## src/rtl/booth_pkg.sv

```systemverilog
// Shared types for the Booth result collector: FSM states and result-bus selector tags.
package booth_pkg;

    typedef enum logic [1:0] {
        IDLE    = 2'd0,
        LO_HELD = 2'd1,
        HI_HELD = 2'd2
    } collect_state_t;

    localparam logic [1:0] SEL_NONE = 2'b00;
    localparam logic [1:0] SEL_X    = 2'b01;
    localparam logic [1:0] SEL_A    = 2'b10;
    localparam logic [1:0] SEL_RSVD = 2'b11;

endpackage

```

## src/rtl/booth_result_fifo.sv

```systemverilog
// Small power-of-two FIFO holding committed products; accepts a push when full if a pop happens in the same cycle.
module booth_result_fifo #(
    parameter int WIDTH = 16,
    parameter int DEPTH = 2
) (
    input  logic                       clk,
    input  logic                       rst,
    input  logic                       push_i,
    input  logic [WIDTH-1:0]           push_data_i,
    input  logic                       pop_i,
    output logic                       full_o,
    output logic                       empty_o,
    output logic [WIDTH-1:0]           head_o,
    output logic [$clog2(DEPTH):0]     count_o
);

    localparam int AW = $clog2(DEPTH);
    localparam int CW = AW + 1;

    logic [DEPTH-1:0][WIDTH-1:0] mem_q;
    logic [AW-1:0]               wr_q, rd_q;
    logic [CW-1:0]               count_q, count_d;
    logic                        do_push, do_pop;

    assign empty_o = (count_q == '0);
    assign full_o  = (count_q == CW'(DEPTH));
    assign do_pop  = pop_i && !empty_o;
    assign do_push = push_i && (!full_o || do_pop);

    always_comb begin
        count_d = count_q;
        if (do_push && !do_pop)
            count_d = count_q + CW'(1);
        else if (do_pop && !do_push)
            count_d = count_q - CW'(1);
    end

    // Pointers wrap for free because DEPTH is a power of two.
    always_ff @(posedge clk) begin
        if (rst) begin
            mem_q   <= '0;
            wr_q    <= '0;
            rd_q    <= '0;
            count_q <= '0;
        end else begin
            if (do_push) begin
                mem_q[wr_q] <= push_data_i;
                wr_q        <= wr_q + AW'(1);
            end
            if (do_pop)
                rd_q <= rd_q + AW'(1);
            count_q <= count_d;
        end
    end

    assign head_o  = empty_o ? '0 : mem_q[rd_q];
    assign count_o = count_q;

endmodule

```

## src/rtl/booth_result_collector.sv

```systemverilog
// Collects lo/hi product halves from the Booth result bus, commits {hi,lo} on finished into a FIFO.
// Optional watchdog abort of a stalled sequence: define BOOTH_COLLECT_TIMEOUT_EN.
module booth_result_collector
    import booth_pkg::*;
#(
    parameter int WIDTH   = 8,
    parameter int DEPTH   = 2,
    parameter int TIMEOUT = 16
) (
    input  logic                       clk,
    input  logic                       rst,
    input  logic [1:0]                 upload_selector,
    input  logic [WIDTH-1:0]           data_in,
    input  logic                       finished,
    output logic                       prod_valid,
    output logic [2*WIDTH-1:0]         prod_data,
    input  logic                       prod_ready,
    output logic [$clog2(DEPTH):0]     count,
    output logic                       seq_err,
    output logic                       ovf_err,
`ifdef BOOTH_COLLECT_TIMEOUT_EN
    output logic                       timeout_err,
`endif
    input  logic                       clr_err
);

    if (DEPTH < 2 || (DEPTH & (DEPTH - 1)) != 0) begin : g_bad_depth
        $error("booth_result_collector: DEPTH must be a power of two >= 2");
    end
    if (TIMEOUT < 1) begin : g_bad_timeout
        $error("booth_result_collector: TIMEOUT must be >= 1");
    end

    collect_state_t   state_q, state_d;
    logic [WIDTH-1:0] lo_q, lo_d, hi_q, hi_d;
    logic             seq_err_q, ovf_err_q;
    logic             seq_set, commit, ovf_set;
    logic             fifo_full, fifo_empty, pop;

    assign pop     = !fifo_empty && prod_ready;
    assign ovf_set = commit && fifo_full && !pop;

`ifdef BOOTH_COLLECT_TIMEOUT_EN
    localparam int TW = $clog2(TIMEOUT + 1);
    logic [TW-1:0] wd_q, wd_d;
    logic          timeout_err_q, tmo_fire;
`endif

    always_comb begin
        state_d = state_q;
        lo_d    = lo_q;
        hi_d    = hi_q;
        seq_set = 1'b0;
        commit  = 1'b0;
        unique case (upload_selector)
            SEL_X: begin
                lo_d    = data_in;
                seq_set = (state_q == HI_HELD);
                state_d = LO_HELD;
            end
            SEL_A: begin
                if (state_q == IDLE) begin
                    seq_set = 1'b1;
                end else begin
                    hi_d    = data_in;
                    state_d = HI_HELD;
                end
            end
            default: ;
        endcase
        // Finished is judged after the selector: only a cycle that starts and stays in HI_HELD commits.
        if (finished) begin
            if (state_q == HI_HELD && state_d == HI_HELD)
                commit = 1'b1;
            else
                seq_set = 1'b1;
            state_d = IDLE;
        end
`ifdef BOOTH_COLLECT_TIMEOUT_EN
        tmo_fire = 1'b0;
        wd_d     = '0;
        if (state_d != IDLE) begin
            if (state_d == state_q && upload_selector != SEL_X && upload_selector != SEL_A) begin
                if (wd_q == TW'(TIMEOUT - 1)) begin
                    tmo_fire = 1'b1;
                    state_d  = IDLE;
                end else begin
                    wd_d = wd_q + TW'(1);
                end
            end
        end
`endif
    end

    always_ff @(posedge clk) begin
        if (rst) begin
            state_q   <= IDLE;
            lo_q      <= '0;
            hi_q      <= '0;
            seq_err_q <= 1'b0;
            ovf_err_q <= 1'b0;
        end else begin
            state_q   <= state_d;
            lo_q      <= lo_d;
            hi_q      <= hi_d;
            seq_err_q <= (seq_err_q && !clr_err) || seq_set;
            ovf_err_q <= (ovf_err_q && !clr_err) || ovf_set;
        end
    end

`ifdef BOOTH_COLLECT_TIMEOUT_EN
    always_ff @(posedge clk) begin
        if (rst) begin
            wd_q          <= '0;
            timeout_err_q <= 1'b0;
        end else begin
            wd_q          <= wd_d;
            timeout_err_q <= (timeout_err_q && !clr_err) || tmo_fire;
        end
    end
    assign timeout_err = timeout_err_q;
`endif

    booth_result_fifo #(
        .WIDTH (2*WIDTH),
        .DEPTH (DEPTH)
    ) u_fifo (
        .clk         (clk),
        .rst         (rst),
        .push_i      (commit),
        .push_data_i ({hi_d, lo_d}),
        .pop_i       (pop),
        .full_o      (fifo_full),
        .empty_o     (fifo_empty),
        .head_o      (prod_data),
        .count_o     (count)
    );

    assign prod_valid = !fifo_empty;
    assign seq_err    = seq_err_q;
    assign ovf_err    = ovf_err_q;

endmodule

```

## config.mk

```make
export PLATFORM = sky130hd
export DESIGN_NAME = booth_result_collector
export DESIGN_NICKNAME = d
export VERILOG_FILES = /design/src/rtl/booth_pkg.sv /design/src/rtl/booth_result_fifo.sv /design/src/rtl/booth_result_collector.sv
export SDC_FILE = /design/constraint.sdc
export NUM_CORES = 1
export LEC_CHECK = 0
export CAP_MARGIN = 15
export CORE_UTILIZATION = 35
export CTS_CLUSTER_SIZE = 12
export DETAILED_ROUTE_END_ITERATION = 10
export HOLD_SLACK_MARGIN = 0.05
export SLEW_MARGIN = 20
export SYNTH_ARGS = -nofsm -noshare
export SYNTH_HDL_FRONTEND = slang
export SYNTH_SLANG_ARGS = --single-unit
```

## constraint.sdc

```tcl
create_clock -name clk -period 2.2 [get_ports clk]
set_clock_uncertainty 0.15 [all_clocks]
set_input_delay 0.33 -clock clk [delete_from_list [all_inputs] [get_ports clk]]
set_output_delay 0.33 -clock clk [all_outputs]
set_load 0.1 [all_outputs]
```

* Word level (Yosys, flattened, before mapping)
Cells that the tools add are included.
** Word-level totals
- Flip-flop bits (word level) :: 56
- Input port bits :: 15
- Output and inout bits :: 21
- Word-level logic and storage cells :: 65
** Cells by class
- $add $sub $neg :: 4
- $lt $le $gt $ge :: 3
- Equality and inequality tests :: 5
- Muxes and demuxes :: 19
- Reductions and logical operators :: 24
** Operator list (number)
- $mux 16 :: 4
- $bwmux 32 :: 1
- $mux 8 :: 3
- $demux 16 s1 :: 1
- $logic_and 1x1->1 :: 11
- $eq 2x2->1 const B :: 4
- $logic_not 1->1 :: 6
- $mux 2 :: 3
- $mux 1 :: 5
- $logic_not 2->1 :: 2
- $lt 1x2->1 const B :: 2
- $pmux 2 s2 :: 1
- $logic_or 1x1->1 :: 3
- $add 1x1->1 const B :: 2
- $add 2x1->2 const B :: 1
- $eq 2x1->1 const B :: 1
- $pmux 1 s2 :: 1
- $reduce_bool 2->1 :: 1
- $reduce_or 2->1 :: 1
- $sub 2x1->2 const B :: 1
- $ge 1x1->1 const B :: 1

* Longest topological paths before layout
- Word-level depth :: 12
- Mapped depth :: 11
- Depth with buffers taken out :: 9

* Cells and area by module
Synthesis repeated with hierarchy kept, for this count alone.
** Second synthesis, totals
- Cell total of the unflattened synthesis :: 262
- Area total of the unflattened synthesis :: 2651.3 µm²
** By module, submodules not included
- booth_result_fifo :: times used 1, cells an instance 180, area each 1761.7 µm², sequential area each 720.7 µm²
- booth_result_collector :: times used 1, cells an instance 82, area each 889.6 µm², sequential area each 400.4 µm²

* Worst setup path after synthesis
No wires, ideal clock.
- Path kind :: register -> output
- From :: register u_fifo.count_q[0], in the netlist u_fifo.count_o[0]
- To :: output prod_data[10]
- Data arrival time :: 2864 ps
- Data required time :: 1720 ps
- Path slack :: -1144 ps
- Cell stages (with the launch flop) :: 4
- Path buffers :: 1
- Path through :: dfxtp_1 -> nor2_1 -> clkbuf_1 -> nor2_1
** Between the ends
- Word-level cells in the longest chain between the ends :: 2
** Ends and longest elaborated chain
- start, declared :: RTL line booth_result_fifo.sv:22 : logic [CW-1:0] count_q, count_d;
- start signal, assigned :: RTL line booth_result_fifo.sv:52 : count_q <= count_d;
- $logic_not 2->1 :: RTL line booth_result_fifo.sv:25 : assign empty_o = (count_q == '0);
- $mux 16 :: RTL line booth_result_fifo.sv:56 : assign head_o = empty_o ? '0 : mem_q[rd_q];
- end, declared :: RTL line booth_result_collector.sv:16 : output logic [2*WIDTH-1:0] prod_data,
Every way passes these cells.

* Final worst setup path
- From :: register u_fifo.count_q[0], in the netlist u_fifo.count_o[0]
- To :: output prod_data[3]
Same word-level chain as after synthesis.

==> metrics <==
result of the run complete, no violations; Yosys Warn Count 0; number of top-level design ports 36; syn nets roughly 290; CTS H-tree lvls 2; number of cell rows 30; via count of the first global-routing pass 1920; Clock transition at path regs 0.10 ns; worst IR drop on VDD slightly below 300 uV; Setup Fix Bufs, Post-CTS 0; fraction of the yosys area taken by sequential cells 45.4%; ys async rst share 0%; Seq cells post-synth 56; # setup viols final 0; max capacitance violation total 0; transition time at the pin with the least slew margin 0.592 ns; worst slew slack as a fraction of its limit 60.5%; pin count of the biggest net entering global routing 37; ANT nets after route 0; buffer type at the clock tree root sky130_fd_sc_hd__clkbuf_8; area of the die between 7000 and 8000 sq um; first-iteration detailed-routing DRC count 73; number of antenna diodes 0; core area between 6000 and 7000 sq um; clock buffer depth 2; wire length per cell after detailed routing about 13 um; number of fill cells in the layout 626; TritonCTS clock tree done; fraction of the cycle the final worst path needs between 90% and 100%; unrepaired setup endpoints after global routing no; TritonCTS buffer count 5; kind of end point of the critical path output pin; clock period minus final worst setup slack between 2 and 2.5 ns; Achievable Freq a little under 0.5 GHz; CP startpoint kind flip-flop; Via density between 4 and 5; number of enable flip-flop cells after synthesis 0; total DRC errors in the routed layout 0; Clk Latency, worst-skew pair roughly 0.31 ns; Total Nets Final between 300 and 400; Total Routing Usage GR between 10% and 20%; detailed-routing iteration count for the pre-antenna-repair pass 4; total via count in the routed design between 2k and 2.5k; count of cell types in the netlist 27; Vert. Die Dim ~86 um; half-perimeter wire length after detailed placement 3830 um; kind of path behind the tightest hold check primary input to flip-flop; post-route cell area between 3000 and 4000 sq um; leakage power summed over all cells 1.18 nW; post-place instance area roughly 3300 sq um; average size of a mapped cell 8.95 sq um; number of clock sinks 56; area growth from synthesis to layout 40.5%; Congestion Overflow GR 0; overall die width about 86 um; port bufs 35; fraction of layout instances using a drive strength above 1 between 30% and 40%; worst reg2reg setup slack between 0.3 and 0.4 ns; wire length of the first global-routing pass approximately 9300 um; initial core utilization about 36%; synthesized netlist cell count 276; hold buffer count at CTS 0; commonest register cell after synthesis sky130_fd_sc_hd__dfxtp_1; cells resized by post-CTS repair 0; power density over the cells roughly 570 nW/um^2; antenna violations before repair 0; worst-path fanout max 10; worst path required time 1.72 ns; Post-Route WL 5440 um; post-synth design cell area roughly 2500 sq um; final max-slew violation count 0; total design power slightly below 2 mW; placer's final routability congestion estimate between 0.7 and 0.8; endpoint arrival time on the critical path 1.58 ns; final hold violations 0; critical setup path kind flip-flop to output pin
[metal layers]
metal / vias up / part of all wire (%) / track usage [%]
met5: - / 0 / 0
li1: 1051 / - / -
met2: 39 / 47 / 25.0
met4: 0 / 1.4 / 6.82
met1: 962 / 48 / 22.0
met3: 5 / 3.5 / 2.50
[cells by family after synthesis]
kind of cell,Yosys count,synth area share (%)
mux,34,14.6
buf+inv,39,6.84
compound gates,58,14.5
simple gates,83,16.1
fa+ha+maj,3,1.52
xor+xnor,3,1.06
flops,56,45.4
[stage by stage]
step / setup WS [ns] / hold WS (ns) / util (%) / setup TNS (ns) / std cells
after floorplan: 0.0131 / 0.259 / - / 0 / 276
after global placement: -0.247 / 0.353 / 49.2 / -5.68 / 407
after detailed placement: -0.305 / 0.359 / 49.2 / -7.33 / 407
after CTS: 0.0221 / 0.270 / 50.7 / 0 / 415
after global routing: 0.0550 / 0.297 / 51.1 / 0 / 415
final: 0.139 / 0.279 / 51.1 / 0 / 415
[layout by cell type, fill, tap and decap left out]
cell and n:
sky130_fd_sc_hd__dlymetal6s2s_1 2, sky130_fd_sc_hd__nor4_1 1, sky130_fd_sc_hd__nand2b_4 1, sky130_fd_sc_hd__clkdlybuf4s50_1 11
sky130_fd_sc_hd__nor2_1 12, sky130_fd_sc_hd__nor2_2 6, sky130_fd_sc_hd__buf_12 20, sky130_fd_sc_hd__dfxtp_1 54
sky130_fd_sc_hd__clkbuf_16 1, sky130_fd_sc_hd__ha_4 2, sky130_fd_sc_hd__inv_2 2, sky130_fd_sc_hd__mux2i_1 18
sky130_fd_sc_hd__clkinvlp_4 2, sky130_fd_sc_hd__dfxtp_4 2, sky130_fd_sc_hd__xor2_1 3, sky130_fd_sc_hd__a21oi_1 37
sky130_fd_sc_hd__or3_4 1, sky130_fd_sc_hd__clkinv_2 1, sky130_fd_sc_hd__a211o_1 2, sky130_fd_sc_hd__buf_2 1
sky130_fd_sc_hd__nor3_1 37, sky130_fd_sc_hd__nor2b_1 10, sky130_fd_sc_hd__o21ai_2 1, sky130_fd_sc_hd__clkbuf_8 5
sky130_fd_sc_hd__o32ai_1 1, sky130_fd_sc_hd__nor3b_2 1, sky130_fd_sc_hd__buf_4 25, sky130_fd_sc_hd__mux2_2 16
sky130_fd_sc_hd__o21ai_0 2, sky130_fd_sc_hd__inv_1 12, sky130_fd_sc_hd__a21oi_2 1, sky130_fd_sc_hd__nand2_1 2
sky130_fd_sc_hd__ha_2 1, sky130_fd_sc_hd__nand3b_1 1, sky130_fd_sc_hd__a311oi_1 14, sky130_fd_sc_hd__nor2_4 11
[synth_stat cells (6+ instances only)]
master | number | area share [%]
sky130_fd_sc_hd__a21oi_1 | 38 | 7.7
sky130_fd_sc_hd__a311oi_1 | 14 | 5.0
sky130_fd_sc_hd__mux2_2 | 16 | 7.3
sky130_fd_sc_hd__buf_2 | 6 | 1.2
sky130_fd_sc_hd__mux2i_1 | 18 | 7.3
sky130_fd_sc_hd__nor2b_1 | 10 | 2.5
sky130_fd_sc_hd__dfxtp_1 | 56 | 45
sky130_fd_sc_hd__nor3_1 | 37 | 7.5
sky130_fd_sc_hd__nor2_1 | 29 | 4.4
sky130_fd_sc_hd__clkbuf_1 | 14 | 2.1
sky130_fd_sc_hd__inv_1 | 14 | 2.1
[area by class of cell]
| cell class | count | area, sq um | area share, % |
|---|---|---|---|
| inverters | 15 | 60.1 | 1.73 |
| repair buffers | 59 | 728 | 21.0 |
| clock buffers | 6 | 93.8 | 2.70 |
| multi-input cells | 181 | 1330 | 38.2 |
| flip-flops and latches | 56 | 1130 | 32.5 |
| well taps | 96 | 120 | 3.46 |
| clock inverters | 2 | 12.5 | 0.361 |
[final timing paths]
check                    startpoint                end  cells past startpoint
setup / recovery  u_fifo.count_o[0]       prod_data[3]                      4
hold / removal                  rst            seq_err                      2
setup reg to reg         state_q[0]  u_fifo.count_o[1]                      6
hold reg to reg    u_fifo.mem_q[14]   u_fifo.mem_q[14]                      2
[report_power, final]
part,switching [mW],total (mW),internal (mW)
registers,0.0106,1.04,1.03
clock network,0.343,0.635,0.292
logic,0.180,0.300,0.121
[critical path, stage by stage, from the launching register on]
cell and delay, ns:
sky130_fd_sc_hd__dfxtp_4 0.39, sky130_fd_sc_hd__nor2_4 0.42, sky130_fd_sc_hd__buf_4 0.23, sky130_fd_sc_hd__nor2_2 0.06, sky130_fd_sc_hd__buf_12 0.16
[state kept, by name, summed over array words and instances, names as in the netlist]
name            cells
ovf_err             1
hi_q                8
u_fifo.count_o      2
seq_err             1
lo_q                8
u_fifo.wr_q         1
u_fifo.mem_q       32
state_q             2
u_fifo.rd_q         1
Power figures use the tool's default switching activity.
